## config.mk

```make
export PLATFORM = sky130hd
export DESIGN_NAME = qkd_event_writer
export DESIGN_NICKNAME = d
export VERILOG_FILES = /design/src/rtl/qkd_event_writer.sv
export SDC_FILE = /design/constraint.sdc
export NUM_CORES = 1
export LEC_CHECK = 0
export ABC_AREA = 1
export BUFFER_PORTS_ARGS = -buffer_cell sky130_fd_sc_hd__buf_4
export CORE_MARGIN = 1
export CORE_UTILIZATION = 40
export CTS_CLUSTER_DIAMETER = 50
export CTS_CLUSTER_SIZE = 12
export DETAILED_ROUTE_END_ITERATION = 10
export PLACE_DENSITY = 0.65
export SLEW_MARGIN = 20
export SYNTH_ARGS = -nofsm -noshare
export SYNTH_HDL_FRONTEND = slang
export SYNTH_SLANG_ARGS = --single-unit
export TNS_END_PERCENT = 30
```

## constraint.sdc

```tcl
create_clock -name clk_clk -period 3.9 [get_ports clk_clk]
set_input_delay 0.78 -clock clk_clk [delete_from_list [all_inputs] [get_ports clk_clk]]
set_output_delay 0.78 -clock clk_clk [all_outputs]
set_load 0.01 [all_outputs]
```

## src/rtl/qkd_event_writer.sv

```systemverilog
// Detector-click capture: timestamps events, queues them in a skid FIFO and writes them into a
// ping-pong event RAM with per-half IRQs. Optional epoch markers: define QKD_TS_EPOCH_EN.
module qkd_event_writer #(
    parameter int ADDR_W     = 11,
    parameter int TS_W       = 12,
    parameter int DET_W      = 4,
    parameter int FIFO_DEPTH = 4,
    parameter int DROP_W     = 16
) (
    input  logic              clk_clk,
    input  logic              reset_reset_n,
    input  logic              capture_en,
    input  logic              det_valid,
    input  logic [DET_W-1:0]  det_bits,
    input  logic [1:0]        irq_ack,
    output logic [ADDR_W-1:0] mem_address,
    output logic              mem_clken,
    output logic              mem_chipselect,
    output logic              mem_write,
    output logic [15:0]       mem_writedata,
    output logic [1:0]        mem_byteenable,
    output logic [1:0]        irq_half,
    output logic              overflow,
    output logic [DROP_W-1:0] drop_count
);

    localparam int PTR_W = $clog2(FIFO_DEPTH);
    localparam int CNT_W = PTR_W + 1;
    localparam logic [ADDR_W-1:0] HALF0_LAST = ADDR_W'((1 << (ADDR_W - 1)) - 1);

    logic [TS_W-1:0]   r_ts;
    logic [ADDR_W-1:0] r_wr_ptr;
    logic [15:0]       r_fifo [FIFO_DEPTH];
    logic [PTR_W-1:0]  r_head;
    logic [PTR_W-1:0]  r_tail;
    logic [CNT_W-1:0]  r_count;
    logic [1:0]        r_full;
    logic [ADDR_W-1:0] r_mem_address;
    logic              r_mem_write;
    logic [15:0]       r_mem_writedata;
    logic              r_overflow;
    logic [DROP_W-1:0] r_drop_count;

    logic              w_evt;
    logic [15:0]       w_evt_word;
    logic              w_pop;
    logic [CNT_W-1:0]  w_free;
    logic              w_req0;
    logic              w_req1;
    logic [15:0]       w_word0;
    logic [15:0]       w_word1;
    logic              w_acc0;
    logic              w_acc1;
    logic [1:0]        w_ndrop;
    logic [DROP_W:0]   w_drop_sum;
    logic [1:0]        w_full_set;
    logic [PTR_W-1:0]  w_tail1;

    assign w_evt      = det_valid & capture_en & (|det_bits);
    assign w_evt_word = {det_bits, r_ts};

    // The writer only stalls on the half that wr_ptr currently points into.
    assign w_pop  = (r_count != '0) && !r_full[r_wr_ptr[ADDR_W-1]];
    assign w_free = CNT_W'(FIFO_DEPTH) - r_count + CNT_W'(w_pop);

`ifdef QKD_TS_EPOCH_EN
    logic [TS_W-1:0] r_epoch;
    logic            w_wrap;
    logic [TS_W-1:0] w_epoch_next;

    assign w_wrap       = &r_ts;
    assign w_epoch_next = r_epoch + TS_W'(1);
    // On a wrap edge the marker occupies slot 0 and a coincident event moves to slot 1.
    assign w_req0  = w_wrap | w_evt;
    assign w_word0 = w_wrap ? {(16 - TS_W)'(0), w_epoch_next} : w_evt_word;
    assign w_req1  = w_wrap & w_evt;
    assign w_word1 = w_evt_word;

    always_ff @(posedge clk_clk) begin
        if (!reset_reset_n) begin
            r_epoch <= '0;
        end else if (w_wrap) begin
            r_epoch <= w_epoch_next;
        end
    end
`else
    assign w_req0  = w_evt;
    assign w_word0 = w_evt_word;
    assign w_req1  = 1'b0;
    assign w_word1 = w_evt_word;
`endif

    assign w_acc0     = w_req0 && (w_free != '0);
    assign w_acc1     = w_req1 && (w_free >= CNT_W'(2));
    assign w_ndrop    = 2'(w_req0 & !w_acc0) + 2'(w_req1 & !w_acc1);
    assign w_drop_sum = {1'b0, r_drop_count} + (DROP_W + 1)'(w_ndrop);
    assign w_tail1    = r_tail + PTR_W'(1);

    assign w_full_set[0] = w_pop && (r_wr_ptr == HALF0_LAST);
    assign w_full_set[1] = w_pop && (&r_wr_ptr);

    // NOTE: every register here, FIFO storage included, is reset so a reset mid-burst leaves
    // no stale word that a later pointer wrap could expose; the array is only FIFO_DEPTH deep.
    always_ff @(posedge clk_clk) begin
        if (!reset_reset_n) begin
            r_ts            <= '0;
            r_wr_ptr        <= '0;
            r_head          <= '0;
            r_tail          <= '0;
            r_count         <= '0;
            r_full          <= '0;
            r_mem_address   <= '0;
            r_mem_write     <= 1'b0;
            r_mem_writedata <= '0;
            r_overflow      <= 1'b0;
            r_drop_count    <= '0;
            for (int i = 0; i < FIFO_DEPTH; i++) begin
                r_fifo[i] <= '0;
            end
        end else begin
            // NOTE: non-blocking assignments throughout, so every read below sees the
            // pre-edge value regardless of statement order.
            r_ts <= r_ts + TS_W'(1);

            if (w_acc0) r_fifo[r_tail]  <= w_word0;
            if (w_acc1) r_fifo[w_tail1] <= w_word1;
            r_tail  <= r_tail + PTR_W'(w_acc0) + PTR_W'(w_acc1);
            r_count <= r_count + CNT_W'(w_acc0) + CNT_W'(w_acc1) - CNT_W'(w_pop);

            r_mem_write <= w_pop;
            if (w_pop) begin
                r_head          <= r_head + PTR_W'(1);
                r_mem_address   <= r_wr_ptr;
                r_mem_writedata <= r_fifo[r_head];
                r_wr_ptr        <= r_wr_ptr + ADDR_W'(1);
            end

            // A half is never set and acked on the same edge: set requires full[h]==0.
            r_full <= (r_full & ~irq_ack) | w_full_set;

            if (w_ndrop != 2'd0) begin
                r_overflow   <= 1'b1;
                r_drop_count <= w_drop_sum[DROP_W] ? '1 : w_drop_sum[DROP_W-1:0];
            end
        end
    end

    assign mem_address    = r_mem_address;
    assign mem_clken      = 1'b1;
    assign mem_chipselect = r_mem_write;
    assign mem_write      = r_mem_write;
    assign mem_writedata  = r_mem_writedata;
    assign mem_byteenable = 2'b11;
    assign irq_half       = r_full;
    assign overflow       = r_overflow;
    assign drop_count     = r_drop_count;

endmodule

```

# Word level (Yosys, flattened, before mapping)
# Memory sizes are Yosys's and may differ from the RTL's. A register that Yosys moved wholly into a read port is not among the register bits.
# Cells that the tools add are included.
totals:
  register_bits: 61
  ramBits: 64
  output_inout_bits: 51
  wordCells: 51
  n_memories: 1
op_classes:
  n_addsub: 9
  magnitude_cmp: 1
  n_eq_ne: 1
  muxes: 10
  bitwise_logic: 6
  n_reduce_logical: 13
mem_list:
  columns: ["name", "depth", "word_bits", "rd", "rd_ports_with_merged_regs", "wr", "line", "text"]
  rows:
  - ["r_fifo", 4, 16, 1, 1, 4, "33", "logic [15:0] r_fifo [FIFO_DEPTH];"]
op_table:
  columns: ["cell", "count"]
  rows:
  - ["16-bit two-way mux", 2]
  - ["16-bit by 1-bit adder with 17-bit output", 1]
  - ["16-bit OR reduction", 1]
  - ["12-bit by 1-bit adder with 12-bit output (second input constant)", 1]
  - ["11-bit by 1-bit adder with 11-bit output (second input constant)", 1]
  - ["11-bit by 10-bit equality test with 1-bit output (second input constant)", 1]
  - ["11-bit AND reduction", 1]
  - ["1-bit two-way mux", 7]
  - ["3-bit by 1-bit adder with 3-bit output", 2]
  - ["3-bit nonzero test", 2]
  - ["1-bit logical AND", 4]
  - ["4-bit OR reduction", 1]
  - ["1-bit bitwise AND", 3]
  - ["1-bit zero test", 3]
  - ["3-bit by 1-bit subtractor with 3-bit output", 1]
  - ["3-bit subtractor (first input constant)", 1]
  - ["2-bit by 1-bit adder with 2-bit output", 1]
  - ["2-bit by 1-bit adder with 2-bit output (second input constant)", 1]
  - ["2-bit bitwise AND", 1]
  - ["1-bit by 2-bit less-than comparator with 1-bit output (second input constant)", 1]
  - ["2-bit two-way mux", 1]
  - ["2-bit inverter", 1]
  - ["2-bit OR", 1]
  - ["2-bit nonzero test", 1]

# Longest topological paths before layout
# Gate-level depths: netlist of the first run.
logic_depth:
  depth_word: 12
  ltp_mapped: 26
  depth_no_buf: 22

# Worst setup path after synthesis of the first run
# No wires, ideal clock.
synth_timing:
  path_type: "reg-to-reg"
  start: "register r_full[0] (netlist: irq_half[0])"
  end: "memory r_fifo[3][0], enable pin"
  setup_time_ns: 0.414
  arrival_time_ns: 2.927
  setup_slack_ns: 0.559
  path_stages_with_launch: 14
  n_path_buf: 2
  path_cell_list: "dfxtp_1 inv_1 nand2_1 o21ai_2 nand2_2 buf_2 buf_2 ha_1 inv_1 ha_1 nor2_1 nand3_2 nand3_4 o31ai_1"
synth_rtl:
  columns: ["item", "line", "text"]
  rows:
  - ["from (decl)", "37", "logic [1:0] r_full;"]
  - ["from (signal assigned)", "139", "r_full <= (r_full & ~irq_ack) | w_full_set;"]
  - ["to (decl)", "33", null]

==> impl_metrics.yaml, run 1 <==
global_route:
  grt_pass1_wl_um: 22650
  first_global_vias: 4608
  antenna_found_initial: 0
  overflow: 0
  grt_max_degree: 41
  grt_usage: 0.1808
final_layout:
  post_route_cells_drive_above_1_share: 0.1423
  fillers: 1476
  layout_commonest_cell: "nor2_1"
  nets: 815
  layout_common_cells: "nor2_1, nand2_1, inv_1"
  final_cells: 1019
  area_growth_pct: 18.30
  num_antenna_cells: 0
power_and_ir_drop:
  seqPwrFrac: 0.397
  pwr-share-comb: 0.264
  sw_frac_of_total: 0.3309
  powerDensity_nw_per_um2: 636.4
  leakage_nw: 3.024
  clkPwrFrac: 0.339
  switchingPower_mw: 1.570
  ir_worst_vdd_uv: 336.8
  power.total_mw: 4.746
  internal_power_mw: 3.176
clocking:
  clk_pin_slew_ps: 60
  ctsResizeCount: 0
  postCtsHoldBufs: 0
  clock_latency_ps: 420
  cts_buffers: 17
  htreeDepth: 4
  clockBufferDepth: 2
  cts_setup_buffers: 0
  cts.sinks: 141
  tritoncts: "yes"
  cts_root_buf: "clkbuf_16"
die:
  die_h_um: 127.5
  core_region_area_um2: 15310
  dieArea_um2: 16270
  ios: 61
  initial_utilization: 0.4116
  row_count: 45
  die_x_um: 127.5
placed_design:
  portBuffers: 57
  placed_cells: 987
  hpwl_um: 8836
  gp_congestion: 0.7915
timing:
  skew_ps: 9.106
  relSlewSlack: 0.4727
  tightest_slew_ps: 790.1
  setup_viol: 0
  fin_crit_sh: 0.7500
  maxSlewViolCount: 0
  max_freq_mhz: 341.9
  hold_violations: 0
  period_needed_ps: 2925
  rsz0062_at_grt: "no"
  setup_tns_ps: 0
logic_synthesis:
  seq_area_frac_synth: 0.5494
  yosys-top-cells-area: "edfxtp_1, dfxtp_1, nor2_1"
  netlist_area_um2: 6304
  netlist_instances: 745
  syn_area_per_cell_um2: 8.461
  ys_warn_count: 0
  yosys.cell_types.count: 39
  ys_ff_latch: 141
  synth_top_area_frac: 0.3049
  synth_area_leader_cell: "edfxtp_1"
run_status:
  outcome: "complete, no violations"
setup_path:
  start_kind: "flip-flop"
  path_max_fanout: 20
  crit_arrival_ps: 2920
  end_kind: "flip-flop"
  worstSetupPathType: "flip-flop to flip-flop"
  reg2reg_depth: 15
  worstSetupEndpoint: "r_fifo[0][13]"
  crit_required_ps: 3890
  r2r_setup_slack_ps: 980
  rr_startpoint: "r_wr_ptr[10]"
  crit_start: "r_wr_ptr[10]"
  timing.rr.end: "r_fifo[0][13]"
drt:
  via_per_inst: 4.783
  highest_layer: "met4"
  met2WireLength_um: 6483
  ant_nets: 0
  detail_route.wl_per_cell_um: 13.45
  met1_length_um: 6430
  num_vias: 4874
  dr.pass1.iters: 5
  drcViolationCount: 0
  route.met3.wl_um: 612
  wirelength_um: 13710
  first_iter_violations: 355
hold_path:
  hold_path.class: "flip-flop to flip-flop"
  worstHoldStart: "mem_address[10]"
flow_run:
  max-cap-violations: 0
-- critical path, stage by stage (launching register included) --
cell and delay, ps:
dfxtp_1 320, inv_1 120, nand2_1 80, o21ai_2 80, nand2_2 70, ha_1 180
inv_1 50, ha_1 220, nor2_1 130, nand3_2 110, nand3_4 110, inv_4 50
nand2_4 230, nor2_8 60, nand2_4 180, nand2_1 490
-- how the worst min path moves through the flow --
| stage | depth (start not counted) | endpoint | slack [ps] |
|---|---|---|---|
| 3_3_place_gp | 1 | r_ts[0] | 450 |
| 2_1_floorplan | 1 | r_ts[0] | 430 |
| 5_1_grt | 2 | mem_address[10] | 500 |
| 3_5_place_dp | 1 | r_ts[0] | 460 |
| 4_1_cts | 1 | r_ts[0] | 470 |
| 6_report | 2 | mem_address[10] | 470 |
-- routing by layer --
metal / vias to the layer above / global-route usage
met4: 0 / 0.06232
met1: 2228 / 0.2310
met2: 101 / 0.2986
met3: 14 / 0.04439
met5: - / 0
li1: 2531 / -
-- sequential cells by signal, indices dropped and copies added (netlist names) --
| register | flops |
|---|---|
| irq_half | 2 |
| overflow | 1 |
| r_fifo | 64 |
| mem_chipselect | 1 |
| r_ts | 12 |
| r_tail | 2 |
| mem_writedata | 16 |
| r_head | 2 |
| drop_count | 16 |
| r_count | 3 |
| mem_address | 11 |
| r_wr_ptr | 11 |
-- power groups by stage --
stage	clock network, mW	logic, mW	registers [mW]
3_3_place_gp	0	1.25	1.91
2_1_floorplan	0	0.804	1.95
6_report	1.61	1.25	1.88
4_1_cts	1.63	1.28	1.89
5_1_grt	1.69	1.43	1.91
3_5_place_dp	0	1.27	1.91
-- synth_stat cells (all sizes together) --
cell type,count
dfxtp,77
conb,1
ha,9
nand3,32
or2,1
edfxtp,64
o21ai,82
clkbuf,15
a21oi,31
nor2,165
nor2b,1
nor3,17
and3,1
xnor2,2
o22ai,16
buf,20
fa,1
xor2,5
nor3b,3
nand4,2
o31ai,1
nand2,112
nand3b,2
inv,85
-- cell families after synthesis --
| logic type | count (synthesis) | share of synthesized area |
|---|---|---|
| other | 1 | 0.0005949 |
| AO/OA/AOI/OAI | 130 | 0.1074 |
| adder cells (fa/ha/maj) | 10 | 0.02104 |
| XOR/XNOR | 7 | 0.009726 |
| buffers and inverters | 120 | 0.08297 |
| AND/OR/NAND/NOR | 336 | 0.2289 |
| flip-flops | 141 | 0.5494 |
-- area by class of cell --
cell class                      count  area (µm²)  share of cell area
Sequential cell                   141        3463              0.4644
Multi-Input combinational cell    486        2330              0.3124
Clock buffer                       21       508.0             0.06812
Clock inverter                     11       90.09             0.01208
Inverter                           85       321.6             0.04312
Tap cell                          211       264.0             0.03540
Timing Repair Buffer               64       480.5             0.06443
-- per-stage QoR --
step | setup WS, ps | utilization | cell area [µm²] | hold slack [ps]
2_1_floorplan | 559.0 | - | 6311 | 429.7
3_3_place_gp | 1052 | 0.4479 | 6859 | 448.9
3_5_place_dp | 951.4 | 0.4479 | 6859 | 460.3
4_1_cts | 912.4 | 0.4869 | 7457 | 474.6
5_1_grt | 710.0 | 0.4869 | 7457 | 503.8
6_report | 975.1 | 0.4869 | 7457 | 468.9
(Power assumes the default switching activity.)
==> run 2: changes to the inputs <==
- clock period: 3.9 -> 2.95 ns (I/O delays scaled with it)
==> impl_metrics.yaml, run 2 (synthesis gave the netlist of run 1 again) <==
power_and_ir_drop:
  power.total_mw: 6.409
  switchingPower_mw: 2.100
  ir_worst_vdd_uv: 441.6
  sw_frac_of_total: 0.3277
  seqPwrFrac: 0.385
  internal_power_mw: 4.308
  powerDensity_nw_per_um2: 848.6
  leakage_nw: 3.062
  pwr-share-comb: 0.269
  clkPwrFrac: 0.346
final_layout:
  fillers: 1492
  layout_common_cells: "nor2_1, nand2_1, inv_1"
  area_growth_pct: 19.81
  regArea_um2: 3463
  fin_util: 0.4931
  layout_commonest_cell: "nor2_1"
  largest_reg_flops: 64
  post_route_cells_drive_above_1_share: 0.1548
  multi_input_area_um2: 2342
  num_antenna_cells: 0
  design_area_um2: 7552
  top_register: "r_fifo"
  nets: 821
  final_cells: 1025
clocking:
  clk_pin_slew_ps: 60
  ctsResizeCount: 0
  cts.sinks: 141
  cts_root_buf: "clkbuf_16"
  htreeDepth: 4
  postCtsHoldBufs: 0
  clock_latency_ps: 430
  cts_buffers: 17
  cts_setup_buffers: 0
  clockBufferDepth: 2
  tritoncts: "yes"
die:
  dieArea_um2: 16270
  die_h_um: 127.5
  initial_utilization: 0.4116
  core_region_area_um2: 15310
  ios: 61
  row_count: 45
  die_x_um: 127.5
timing:
  period_needed_ps: 2690
  setup_tns_ps: 0
  whs_ps: 410.0
  relSlewSlack: 0.3053
  hold_violations: 0
  tightest_slew_ps: 1041
  fin_crit_sh: 0.9120
  rsz0062_at_grt: "no"
  skew_ps: 8.442
  worst_slack_ps: 259.6
  setup_viol: 0
  maxSlewViolCount: 0
  max_freq_mhz: 371.7
global_route:
  grt_max_degree: 45
  first_global_vias: 4447
  grt_usage: 0.1801
  antenna_found_initial: 0
  grt_pass1_wl_um: 22300
  overflow: 0
placed_design:
  portBuffers: 57
  placed_cell_area_um2: 6904
  hpwl_um: 8662
  gp_congestion: 0.7915
  pre_cts_slack_ps: 176.0
  placed_cells: 993
drt:
  ant_nets: 0
  drcViolationCount: 0
  dr.pass1.iters: 5
  wirelength_um: 13940
  via_per_inst: 4.828
  num_vias: 4949
  first_iter_violations: 420
  detail_route.wl_per_cell_um: 13.60
setup_path:
  timing.rr.end: "drop_count[6]"
  crit_required_ps: 3300
  worstSetupPathType: "flip-flop to flip-flop"
  worstSetupEndpoint: "drop_count[6]"
  crit_arrival_ps: 3040
  start_kind: "flip-flop"
  path_max_fanout: 7
  rr_startpoint: "r_wr_ptr[10]"
  r2r_setup_slack_ps: 260
  crit_start: "r_wr_ptr[10]"
  reg2reg_depth: 18
  end_kind: "flip-flop"
hold_path:
  hold_path.class: "input pin to flip-flop"
  worstHoldStart: "irq_ack[1]"
run_status:
  outcome: "complete, no violations"
flow_run:
  max-cap-violations: 0
run 2: how the worst min path moves through the flow:
| stage | endpoint | depth (start not counted) |
|---|---|---|
| after CTS | irq_half[1] | 4 |
| final | irq_half[1] | 4 |
| after floorplan | r_ts[0] | 1 |
| after detailed placement | mem_address[10] | 2 |
| after global placement | overflow | 2 |
| after global routing | irq_half[1] | 4 |
run 2: power by group through the flow:
stage               clock [mW]  sequential [mW]  combinational [mW]
floorplan                    0             2.58                1.06
global placement             0             2.50                1.71
detailed placement           0             2.51                1.74
CTS                       2.25             2.47                1.75
global route              2.34             2.50                1.94
finish                    2.22             2.47                1.72
run 2: layout make-up:
type / count / share of cell area
Tap cell: 211 / 0.03496
Sequential cell: 141 / 0.4586
Clock inverter: 10 / 0.01127
Clock buffer: 22 / 0.07290
Inverter: 85 / 0.04258
Multi-Input combinational cell: 486 / 0.3101
Timing Repair Buffer: 70 / 0.06958
run 2: critical path: stages (launching register included):
cell and delay, ps:
dfxtp_1 320, inv_1 110, nand2_1 80, o21ai_2 70, nand2_2 70, ha_1 180, inv_1 50, ha_1 210
nor2_1 120, nand3_2 110, nor2_2 130, ha_2 210, ha_2 200, nand2_1 70, nor2_2 140, nand2_2 110
nor2_4 200, o21ai_1 100, a21oi_1 130
run 2: routing by layer:
metal	up-vias	share of wire	global-route usage
met5	-	0	0
met4	0	0.016	0.07563
met3	17	0.041	0.03853
met2	97	0.47	0.2906
met1	2298	0.48	0.2340
li1	2537	-	-
==> run 3: changes to the inputs <==
- CORE_UTILIZATION: 40 -> 35
- PLACE_DENSITY: 0.65 -> 0.59
- SLEW_MARGIN: 20 -> unset
==> impl_metrics.yaml, run 3 (synthesis gave the netlist of run 1 again) <==
global_route:
  grt_usage: 0.1603
  overflow: 0
  first_global_vias: 4352
  grt_pass1_wl_um: 22360
  antenna_found_initial: 0
  grt_max_degree: 40
final_layout:
  area_growth_pct: 19.79
  fillers: 1727
  layout_common_cells: "nor2_1, nand2_1, inv_1"
  post_route_cells_drive_above_1_share: 0.1571
  layout_commonest_cell: "nor2_1"
  fin_util: 0.4335
  largest_reg_flops: 64
  final_cells: 1040
  nets: 822
  num_antenna_cells: 0
  design_area_um2: 7551
  top_register: "r_fifo"
power_and_ir_drop:
  seqPwrFrac: 0.387
  clkPwrFrac: 0.341
  power.total_mw: 6.365
  internal_power_mw: 4.337
  leakage_nw: 3.047
  powerDensity_nw_per_um2: 843.0
  ir_worst_vdd_uv: 441.8
  pwr-share-comb: 0.271
  switchingPower_mw: 2.028
  sw_frac_of_total: 0.3186
clocking:
  tritoncts: "yes"
  cts.sinks: 141
  clk_pin_slew_ps: 60
  cts_setup_buffers: 0
  cts_root_buf: "clkbuf_16"
  postCtsHoldBufs: 0
  htreeDepth: 4
  clockBufferDepth: 2
  cts_buffers: 17
  clock_latency_ps: 420
  ctsResizeCount: 0
timing:
  skew_ps: 7.153
  hold_violations: 0
  setup_viol: 0
  maxSlewViolCount: 0
  max_freq_mhz: 368.9
  fin_crit_sh: 0.9189
  period_needed_ps: 2711
  tightest_slew_ps: 825.7
  relSlewSlack: 0.4490
setup_path:
  cp_cell_sequence: "inv_2 -> o21ai_2 -> nand2_2 -> ha_1 -> inv_1 -> ha_1 -> nor2_1 -> nand3_2 -> nor2_4 -> ha_2 -> ha_2 -> nand2_1 -> nor2_2 -> nand2_1 -> nor2_2 -> nand2_1 -> nand2_1 -> nand3_1 -> nand2_1 -> inv_1"
  crit_start: "r_wr_ptr[10]"
  crit_path_frequent_cell: "nand2_1"
  r2r_setup_slack_ps: 240
  start_kind: "flip-flop"
  crit_arrival_ps: 3030
  critPathSlowestCell: "dfxtp_2"
  reg2reg_depth: 20
  end_kind: "flip-flop"
  timing.rr.end: "drop_count[14]"
  cp.buffers_inverters: 3
  cpPeakStageDelay_ps: 340
  worstSetupPathType: "flip-flop to flip-flop"
  crit_required_ps: 3270
  rr_startpoint: "r_wr_ptr[10]"
  path_max_fanout: 4
  cp_top_family: "simple AND/OR/NAND/NOR gates"
placed_design:
  hpwl_um: 8825
  placed_cell_area_um2: 6929
  placed_cells: 1008
  portBuffers: 57
  gp_congestion: 0.7780
die:
  initial_utilization: 0.3619
  die_h_um: 136.2
  ios: 61
  row_count: 48
  dieArea_um2: 18550
  die_x_um: 136.2
  core_region_area_um2: 17420
hold_path:
  hold_depth: 4
  hold_path.class: "input pin to flip-flop"
  worstHoldStart: "irq_ack[1]"
  holdPathEnd: "irq_half[1]"
drt:
  wirelength_um: 14090
  first_iter_violations: 265
  via_per_inst: 4.738
  num_vias: 4927
  drcViolationCount: 0
  ant_nets: 0
  dr.pass1.iters: 5
  detail_route.wl_per_cell_um: 13.54
run_status:
  outcome: "complete, no violations"
flow_run:
  max-cap-violations: 0
==> run 3: cell count changes in the layout (fill, tap and decap cells not counted), moves of 3 or more <==
cell       before  now
bufinv_16       0    3
clkbuf_16      22   17
clkinv_2        0    4
clkinv_4        6    1
inv_6           3    0
==> run 3: worst min-delay path: stages <==
cell,delay [ps]
buf_4,80
inv_1,30
nand2_1,40
a21oi_1,50
==> run 3: through the flow <==
stage	hold WS (ps)	setup WS (ps)	setup TNS [ps]
2_1_floorplan	429.7	-302.9	-7754
3_3_place_gp	447.8	219.4	0
3_5_place_dp	459.5	142.9	0
4_1_cts	414.1	79.54	0
5_1_grt	438.0	-3.280	-3.280
6_report	433.0	239.3	0
==> run 3: layout make-up <==
| cell class | count | area [µm²] | area share |
|---|---|---|---|
| Sequential cell | 141 | 3465 | 0.4588 |
| Clock buffer | 21 | 460.4 | 0.06098 |
| Clock inverter | 11 | 140.1 | 0.01856 |
| Tap cell | 225 | 281.5 | 0.03728 |
| Inverter | 85 | 321.6 | 0.04258 |
| Timing Repair Buffer | 71 | 533.0 | 0.07059 |
| Multi-Input combinational cell | 486 | 2350 | 0.3112 |
==> run 3: worst max-delay path by stage <==
| stage | endpoint | slack (ps) | depth (start not counted) |
|---|---|---|---|
| after floorplan | r_fifo[2][0] | -300 | 13 |
| after global placement | drop_count[10] | 220 | 21 |
| after detailed placement | drop_count[10] | 140 | 20 |
| after CTS | drop_count[10] | 80 | 20 |
| after global routing | drop_count[14] | -3 | 21 |
| final | drop_count[14] | 240 | 20 |
==> run 3: power groups by stage <==
stage / combinational [mW] / sequential (mW) / clock [mW]
global route: 1.96 / 2.49 / 2.30
detailed placement: 1.76 / 2.50 / 0
global placement: 1.74 / 2.50 / 0
CTS: 1.77 / 2.47 / 2.22
floorplan: 1.06 / 2.58 / 0
finish: 1.73 / 2.46 / 2.17
==> run 3: metal layers <==
metal	wire length [µm]	track usage	vias up	share of wire
li1	-	-	2540	-
met1	6549	0.2079	2276	0.46
met2	6812	0.2583	103	0.48
met3	634	0.04101	8	0.045
met4	89	0.05370	0	0.0063
met5	0	0	-	0
